`config.mk`:
```
export PLATFORM = sky130hd
export DESIGN_NAME = max_pool_stream
export DESIGN_NICKNAME = d
export VERILOG_FILES = /design/src/rtl/max_pool_stream.sv
export SDC_FILE = /design/constraint.sdc
export NUM_CORES = 1
export LEC_CHECK = 0
export ABC_CLOCK_PERIOD_IN_PS = 6300
export CAP_MARGIN = 20
export CORE_MARGIN = 2
export CORE_UTILIZATION = 50
export DETAILED_ROUTE_END_ITERATION = 8
export MAX_ROUTING_LAYER = met4
export PLACE_DENSITY = 0.67
export SKIP_LAST_GASP = 1
export SYNTH_ARGS = -nofsm -noshare
export SYNTH_HDL_FRONTEND = slang
export SYNTH_SLANG_ARGS = --single-unit
```
`constraint.sdc`:
```
create_clock -name clk -period 6.3 [get_ports clk]
set_input_delay 1.26 -clock clk [delete_from_list [all_inputs] [get_ports clk]]
set_output_delay 1.26 -clock clk [all_outputs]
set_load 0.01 [all_outputs]
```
`src/rtl/max_pool_stream.sv`:
```
// Streaming 2x2 / stride-2 max pooling over binary32 feature maps in raster order.
// Top-row pair maxima are parked in a half-width line buffer until the bottom row arrives.
module max_pool_stream #(
    parameter int DATA_WIDTH = 32,
    parameter int FILTERS    = 64,
    parameter int INPUT      = 30
) (
    input  logic                  clk,
    input  logic                  rst_n,
    input  logic [DATA_WIDTH-1:0] s_data,
    input  logic                  s_valid,
    output logic                  s_ready,
    output logic [DATA_WIDTH-1:0] m_data,
    output logic                  m_valid,
    input  logic                  m_ready,
    output logic                  m_map_last,
    output logic                  m_frame_last
);
    localparam int HALF = INPUT / 2;
    localparam int CW   = $clog2(INPUT);
    localparam int FW   = (FILTERS > 1) ? $clog2(FILTERS) : 1;
    localparam int LW   = (HALF > 1) ? $clog2(HALF) : 1;
    localparam logic [CW-1:0] COL_MAX  = CW'(INPUT - 1);
    localparam logic [FW-1:0] FILT_MAX = FW'(FILTERS - 1);

    // Sign-magnitude compare; bit-identical operands return a.
    function automatic logic [DATA_WIDTH-1:0] fmax(input logic [DATA_WIDTH-1:0] a,
                                                   input logic [DATA_WIDTH-1:0] b);
        logic [DATA_WIDTH-1:0] r;
        r = a;
        if (a[DATA_WIDTH-1] != b[DATA_WIDTH-1]) begin
            r = a[DATA_WIDTH-1] ? b : a;
        end else if (!a[DATA_WIDTH-1]) begin
            if (b[DATA_WIDTH-2:0] > a[DATA_WIDTH-2:0]) r = b;
        end else begin
            if (b[DATA_WIDTH-2:0] < a[DATA_WIDTH-2:0]) r = b;
        end
        return r;
    endfunction

    logic [CW-1:0]         col_q, col_d, row_q, row_d;
    logic [FW-1:0]         filt_q, filt_d;
    logic [DATA_WIDTH-1:0] m_data_q, m_data_d;
    logic                  m_valid_q, m_valid_d;
    logic                  map_last_q, map_last_d;
    logic                  frame_last_q, frame_last_d;

    logic [DATA_WIDTH-1:0] hold_q;
    logic [DATA_WIDTH-1:0] lb_rd_q;
    logic [DATA_WIDTH-1:0] line_buf [HALF];

    logic                  accept, col_last, row_last, filt_last, win_done;
    logic [LW-1:0]         lb_addr;
    logic [DATA_WIDTH-1:0] h_max, v_max;

    assign s_ready   = !m_valid_q || m_ready;
    assign accept    = s_valid && s_ready;
    assign col_last  = (col_q == COL_MAX);
    assign row_last  = (row_q == COL_MAX);
    assign filt_last = (filt_q == FILT_MAX);
    assign win_done  = accept && col_q[0] && row_q[0];
    assign lb_addr   = LW'(col_q >> 1);
    assign h_max     = fmax(hold_q, s_data);
    assign v_max     = fmax(lb_rd_q, h_max);

    always_comb begin
        col_d  = col_q;
        row_d  = row_q;
        filt_d = filt_q;
        if (accept) begin
            if (col_last) begin
                col_d = '0;
                if (row_last) begin
                    row_d  = '0;
                    filt_d = filt_last ? '0 : filt_q + 1'b1;
                end else begin
                    row_d = row_q + 1'b1;
                end
            end else begin
                col_d = col_q + 1'b1;
            end
        end
    end

    // A completing window takes priority over a drain, so back-to-back outputs never bubble.
    always_comb begin
        m_data_d     = m_data_q;
        m_valid_d    = m_valid_q;
        map_last_d   = map_last_q;
        frame_last_d = frame_last_q;
        if (win_done) begin
            m_data_d     = v_max;
            m_valid_d    = 1'b1;
            map_last_d   = col_last && row_last;
            frame_last_d = col_last && row_last && filt_last;
        end else if (m_valid_q && m_ready) begin
            m_valid_d    = 1'b0;
            map_last_d   = 1'b0;
            frame_last_d = 1'b0;
        end
    end

    always_ff @(posedge clk or negedge rst_n) begin
        if (!rst_n) begin
            col_q        <= '0;
            row_q        <= '0;
            filt_q       <= '0;
            m_data_q     <= '0;
            m_valid_q    <= 1'b0;
            map_last_q   <= 1'b0;
            frame_last_q <= 1'b0;
        end else begin
            col_q        <= col_d;
            row_q        <= row_d;
            filt_q       <= filt_d;
            m_data_q     <= m_data_d;
            m_valid_q    <= m_valid_d;
            map_last_q   <= map_last_d;
            frame_last_q <= frame_last_d;
        end
    end

    // The read address is fixed across an even/odd column pair, so the registered read
    // taken while the even element is in flight is ready for the odd one.
    always_ff @(posedge clk) begin
        if (accept && !col_q[0]) hold_q <= s_data;
        if (accept && col_q[0] && !row_q[0]) line_buf[lb_addr] <= h_max;
        lb_rd_q <= line_buf[lb_addr];
    end

    assign m_data       = m_data_q;
    assign m_valid      = m_valid_q;
    assign m_map_last   = map_last_q;
    assign m_frame_last = frame_last_q;
endmodule

```
==> results.txt, run 1 <==
The share of total power in combinational logic is 0.300. The post-synthesis cell type with the largest combined area is edfxtp_1. The first-iteration detailed-routing DRC count came out at 1615. The maximum number of pins on one net before global-route repair is 94. The count of unresolved DRC violations after routing came out at 0. The summed negative setup slack over all endpoints came out at 0 ns. The critical path is of the in2reg type. The final estimated routing congestion in global placement came out at between 0.8 and 0.9. The portion of total power attributed to sequential cells came out at 0.422.

Cell internal power was estimated by the tool at around 8.8 mW. The tree is rooted in a clkbuf_16. The switching part of the total is 0.306.

The area fraction of the dominant cell type after synthesis is 0.608. edfxtp_1 is the most common cell in the netlist. The insertion delay of the later-clocked pin in the worst-skew pair came out at between 0.6 and 0.7 ns. The average vias per placed instance came out at 6.06. The proportion of synthesized flip-flops having asynchronous set or reset is 0.0857.

The worst register-to-register path has a depth of 24. In this run the critical register-to-register path is captured at m_data[2]. In this run the number of H-tree levels came out at 2.

Yosys attributes the largest share of cell area to edfxtp_1 61%, mux4_2 11%, dfrtp_1 5.0%. The ratio of total power to cell area came out at 423 mW/mm^2. The sequential element share of the synthesized area is 0.684. Counting distinct cell types in the post-synthesis netlist gives 53.

The via count of the first global-routing pass is between 10000 and 15000. In this run the critical register-to-register path is launched from hold_q[25]. The share of the core filled with cells in the final layout is 0.597. The setup skew after layout is 0.0194 ns. The initial antenna violation count came out at 0.

In this run, CTS created clock tree buffers numbering 57. The vertical die dimension is 229 um. The maximum achievable frequency is about 0.16 GHz. The full die area is 0.0524 mm^2. The synthesized design contains between 500 and 600 enable-type register cells. The critical path starts at s_data[29]. The fraction of layout instances using a drive strength above 1 came out at 0.252.

The starting utilization of the core area came out at 0.505. Of the total power, the clock network draws 0.279. The min-delay analysis places its worst path in the category reg2reg. The minimum clock period is 6.11 ns. The number of buffers on the longest clock path is 3. The startpoint of the most critical hold path is filt_q[4].

Among all flip-flop cells after synthesis, the most frequent one is edfxtp_1. The maximum vdd drop is ~0.00024 V. The critical path required time came out at 6.80 ns. The number of nets in the layout came out at between 1500 and 2000. The commonest cells after synthesis are 512 x edfxtp_1, 128 x mux4_2, 101 x inv_1. The cell area after synthesis came out at 0.0253 mm^2. The total number of vias is 14500.

The worst path arrival time came out at 6.61 ns. The number of detailed-route iterations in the first pass is 7. The slack of the worst reg-to-reg path came out at slightly above 0.8 ns.

The cell row count is 82. The register bit count reported by yosys is 595. The leakage power of the design is 10.6 nW. The width of the chip came out at 229 um.

The relative slew slack came out at 0.333. The synthesis-to-layout area growth came out at 18.3%. The number of ports placed on the die boundary came out at between 70 and 80. Clock-pin slew was measured on the worst setup and hold paths at 0.06 ns.

The number of buffer cells added on primary ports is 71. The worst setup path is captured at a register. The post-placement worst setup slack is -0.681 ns. The final wirelength is 59.4 mm.

Setup violations remaining at the end of the flow were counted as 0. The final period utilization came out at 0.970. The number of hold-slack violations in the final timing report is 0. Averaged over all synthesized cells, the footprint is 17.3 um^2. For hold timing, the worst endpoint is filt_q[4]. The flow ran to the end, and the final reports show no timing, DRC or antenna violations.

The number of maximum-capacitance violations is 0. The gate count of the mapped netlist is approximately 1500. The maximum net fanout on the critical path came out at 16.

The number of clock sinks is 595. The completed layout was analyzed and its total power is 12.6 mW. Setup slack on the critical path of the routed design comes to approximately 0.19 ns. The count of nets left with antenna violations once routing finished came out at 0. For this run, the number of Yosys warnings is 0. The placed wire-length estimate is 36.7 mm. The total routing usage reported by global routing is 0.238. The sort of element at the start of the critical path is an input port. The hold path depth is 1. The analysis attributes to net switching a power of 3.87 mW. The number of max-slew violations in the final report came to 0.

The area of the core came out at between 0.05 and 0.06 mm^2. The first global-routing pass estimated 90.9 mm of wire. Dividing the detail-routed wire length by the instance count gives 24.8 um.

The antenna diode instance count came out at 0. TritonCTS built the clock tree. After global routing the overflow that remains totals 0.

The number of nets produced by synthesis came out at ~1600. The slew of the pin with the lowest slew margin came out at 1.00 ns.
metal layers:
metal / vias up / track usage / share of wire
met3: 104 / 0.0356 / 0.067
met1: 7526 / 0.324 / 0.42
met2: 540 / 0.377 / 0.49
met5: - / - / 0
met4: 0 / 0.0655 / 0.022
li1: 6345 / - / -
sequential cells by signal (all words and copies together) (netlist names):
register and cells:
line_buf 480, hold_q 32, lb_rd_q 32, m_data 32
filt_q 6, col_q 5, row_q 5, m_frame_last 1
m_map_last 1, m_valid 1
critical path, stage by stage:
cell	delay, ns
clkdlybuf4s50_1	0.45
ha_1	0.35
nand4_1	0.13
buf_4	0.17
nor4_1	0.29
buf_4	0.19
nand2b_1	0.05
a21oi_1	0.20
nor2_1	0.11
a21boi_4	0.23
buf_12	0.18
buf_4	0.13
mux2i_1	0.22
inv_1	0.09
ha_1	0.29
a211oi_1	0.23
nor2_1	0.10
o221ai_2	0.25
a31oi_1	0.13
buf_4	0.15
a2111oi_4	0.36
mux2_4	0.38
and2_1	0.19
buf_12	0.17
a211oi_1	0.29
power groups by stage:
stage,clock (mW),combinational (mW),sequential [mW]
2_1_floorplan,0,2.50,5.15
3_5_place_dp,0,3.76,5.40
3_3_place_gp,0,3.66,5.40
6_report,3.52,3.79,5.33
4_1_cts,3.59,3.78,5.32
5_1_grt,3.74,4.10,5.37
cells in the final DEF (no fill, tap or decap), drive strengths merged, types with 32 or more instances in the layout:
master / n
o21ai: 61
edfxtp: 512
nand2: 69
clkbuf: 74
ha: 69
a211oi: 33
mux4: 128
clkdlybuf4s50: 70
inv: 102
dfxtp: 32
buf: 157
mux2i: 91
dfrtp: 51
cell type report:
type | instances | area, um^2
Clock inverter | 33 | 364
Clock buffer | 74 | 1590
Fill cell | 3725 | 20200
Multi-Input combinational cell | 693 | 7430
Sequential cell | 595 | 17300
Inverter | 101 | 379
Timing Repair Buffer | 227 | 2000
Tap cell | 672 | 841
metrics by stage:
step                hold WS (ns)  cells  cell area [um^2]
floorplan                  0.437   1464             25300
global placement           0.456   2285             27800
detailed placement         0.466   2288             27900
CTS                        0.480   2395             29900
global route               0.506   2395             29900
finish                     0.470   2395             29900
how the worst max path moves through the flow:
stage	endpoint	slack [ns]
after floorplan	m_data[20]	0.46
after global placement	m_data[24]	-0.58
after detailed placement	m_data[2]	-0.68
after CTS	m_data[25]	0.06
after global routing	m_data[29]	-0.02
final	m_data[2]	0.19
repair_timing:
action	in CTS	in global routing
setup endpoints to repair	19	31
buffers inserted	0	0
pin swaps	0	1
hold buffers	0	0
resized for setup	1	8
cells by family (layout without fill, tap and decap cells):
family	count (synthesis)	in the layout	share of synthesized area
AO/OA/AOI/OAI	239	239	0.0719
XOR/XNOR	2	2	0.000693
adder cells (fa/ha/maj)	69	69	0.0341
buffers and inverters	176	435	0.0288
flip-flops	595	595	0.684
multiplexers	221	221	0.151
AND/OR/NAND/NOR	162	162	0.0295
Note: power is estimated with default switching activity, not from simulation.
==> run 2, diff against run 1 <==
HOLD_SLACK_MARGIN = 0.05   (was default)
==> results of run 2 <==
Final layout, timing and power as in run 1 (identical DEF).
==> run 3, diff against run 2 <==
CORE_ASPECT_RATIO = 1.25   (was default)
==> results.txt, run 3 (synthesis results as in run 1) <==
The layer flagged by global routing as most heavily used is met2. The footprint of the multi-input gates came out at 0.00744 mm^2 (about the same). The met3 track demand over resource in global routing came to 0.0290 (-0.00660). The worst path arrival time came to 6.57 ns (-0.04 ns). The number of hold-slack violations in the final timing report came out at 0 (unchanged). The number of detailed-route iterations in the first pass is 7 (unchanged).

In the layout the commonest cells are 512 x edfxtp_1, 150 x buf_4, 128 x mux4_2. The wire length of the first global-routing pass came out at 89.3 mm (-1.8%). The final wirelength was 59.3 mm (-0.14%). Among all stages on the critical path, the largest delay is contributed by clkdlybuf4s50_1.

The critical path class is in2reg. The first-iteration detailed-routing DRC count came out at 1300 (-20%). The area of the core is 0.0502 mm^2 (+0.24%).

The wire length per cell is 24.9 um (+0.49%). The number of maximum-capacitance violations came out at 0 (unchanged). The critical path's top delay family is compound AO/OA/AOI/OAI gates.

The worst hold margin is 0.472 ns (+0.00228 ns). The number of clock sinks is 595 (unchanged). The maximum net fanout on the critical path is 14 (-2).

The synthesis-to-layout area growth came out at 18.0%. The number of ports placed on the die boundary came out at 72 (unchanged). The register with the most flip-flops is line_buf. The start of the worst register-to-register path is hold_q[25].

The maximum number of pins on one net before global-route repair is 105 (+12%). The number of buffers on the longest clock path is 3 (unchanged). The aggregate global routing overflow is 0 (unchanged). The flip-flop count of the largest register after layout is 480 (unchanged). The final period utilization is 0.965 (-0.00522). The total routing usage reported by global routing came out at 0.235 (-0.00287). The summed negative setup slack over all endpoints came out at 0 ns (unchanged).

The signal on the critical path passes through clkdlybuf4s50_1 -> ha_1 -> nand4_1 -> inv_1 -> a221oi_4 -> buf_4 -> o22ai_1 -> o21ai_1 -> a21boi_4 -> buf_12 -> mux2i_1 -> inv_1 -> ha_1 -> and4_1 -> and3_1 -> buf_4 -> a21oi_1 -> a21oi_1 -> a2111oi_4 -> mux2_4 -> and2_1 -> buf_12 -> a211oi_2. The cell row count came out at 92 (+12%). The count of endpoints failing setup in the final report is 0 (unchanged). The number of instances in the placed design came out at 2269 (-0.83%). The final estimated routing congestion in global placement is 0.867 (-3.2%).

In this run the worst hold path is classified as reg2reg. The placed wire-length estimate is 35.8 mm (-2.6%). The antenna diode instance count is 0 (unchanged). The worst setup path is launched from an input port. Leaving out fill and tap cells, the most frequent cell in the layout is edfxtp_1. The starting utilization of the core area came out at 0.504 (-0.00121). The number of filler instances in the final layout is 3712 (-0.35%). The critical path required time came out at 6.79 ns (about the same). The number of nets with antenna violations after routing is 0 (unchanged). The biggest cell delay along the critical path is 0.43 ns (-0.02 ns). The average vias per placed instance came out at 6.04 (-0.31%). The total number of vias came out at 14400 (-0.93%). TritonCTS built the clock tree. The minimum clock period came to 6.08 ns (-0.0329 ns).

The number of buffers and inverters on the critical path came out at 7 (-1). The number of nets in the layout came out at 1782 (+0.11%). The clock transition time at the flip-flop clock pins of the worst setup and hold paths came out at 0.06 ns (about the same). The maximum achievable frequency is 0.165 GHz (+0.54%). The ratio of total power to cell area came out at 419 mW/mm^2 (-0.83%).

The via count of the first global-routing pass came to 14600 (-1.6%). The leakage power of the design is 10.6 nW (-0.54%). The maximum vdd drop is 0.000318 V (+33%).

The slew of the pin with the lowest slew margin came out at 0.990 ns (-0.0105 ns). The vertical die dimension came to 255 um (+12%). The run finished with clean final reports. The origin of the worst setup path is s_data[25]. The insertion delay of the later-clocked pin in the worst-skew pair is 0.60 ns (about the same). The fraction of layout instances using a drive strength above 1 is 0.249 (-0.00334). The worst hold path begins at filt_q[4]. The sequential cell area is 0.0173 mm^2 (unchanged). The full die area came to 0.0524 mm^2 (about the same). The number of H-tree levels came out at 2 (unchanged). The initial antenna violation count came out at 0 (unchanged). STA classifies the critical path endpoint as a register. The cell sitting at the root of the clock tree is a clkbuf_16. The number of max-slew violations in the final report came to 0 (unchanged). The count of unresolved DRC violations after routing came out at 0 (unchanged).

The width of the chip is 205 um (-10%). The met1 routing resource usage after global routing came out at 0.310 (-0.0136). The global routing met2 resource utilization was 0.387 (+0.00936).

The number of buffer cells added on primary ports is 71 (unchanged). The relative slew slack is 0.338 (+0.00543). The final standard cell count with taps included and fillers excluded came out at 2380 (-0.63%). The setup skew after layout came to 0.0230 ns (+0.00369 ns). The TritonCTS buffer count is 55 (-3.5%).
-- run 3: cell types whose count changed in the layout (fill, tap and decap cells not counted), sizes merged --
cell | before | now
clkinv | 21 | 23
buf | 157 | 160
clkbuf | 74 | 68
-- run 3: area by class of cell --
type	instances	area share
Clock inverter	35	0.0135
Inverter	101	0.0127
Clock buffer	67	0.0493
Timing Repair Buffer	231	0.0679
Sequential cell	595	0.580
Tap cell	658	0.0276
Multi-Input combinational cell	693	0.249
-- run 3: path summary, 6_finish.rpt --
path	slack [ns]	to	cells after the start
setup reg to reg	0.90	m_data[19]	23
hold reg to reg	0.47	filt_q[4]	1
min in group asynchronous	0.80	m_data[8]	2
hold / removal	0.47	filt_q[4]	1
setup / recovery	0.22	m_data[19]	23
max in group asynchronous	4.85	col_q[2]	2
-- run 3: where the power goes --
part / internal (mW) / total [mW] / switching (mW)
Clock: 1.96 / 3.40 / 1.44
Sequential: 4.88 / 5.29 / 0.413
Combinational: 1.82 / 3.81 / 1.98
Total: 8.67 / 12.5 / 3.84
-- run 3: repair_timing --
action | in CTS | in global routing
hold buffers | 0 | 0
gates resized for setup | 2 | 9
setup endpoints to repair | 31 | 31
setup buffers | 0 | 8
pin swaps | 1 | 4
gates cloned | 0 | 1
-- run 3: metal layers --
layer / part of all wire / wire (um)
met1: 0.40 / 24000
met4: 0.023 / 1340
met3: 0.065 / 3850
met2: 0.51 / 30100
met5: 0 / 0
-- run 3: through the flow --
step	util	area [um^2]	worst slack, ns	total power, mW
after global routing	0.595	29800	-0.00128	13.1
after detailed placement	0.555	27800	-0.777	9.14
final	0.595	29800	0.222	12.5
after global placement	0.554	27800	-0.638	9.05
after CTS	0.592	29700	0.0665	12.5
after floorplan	-	25300	0.463	7.65
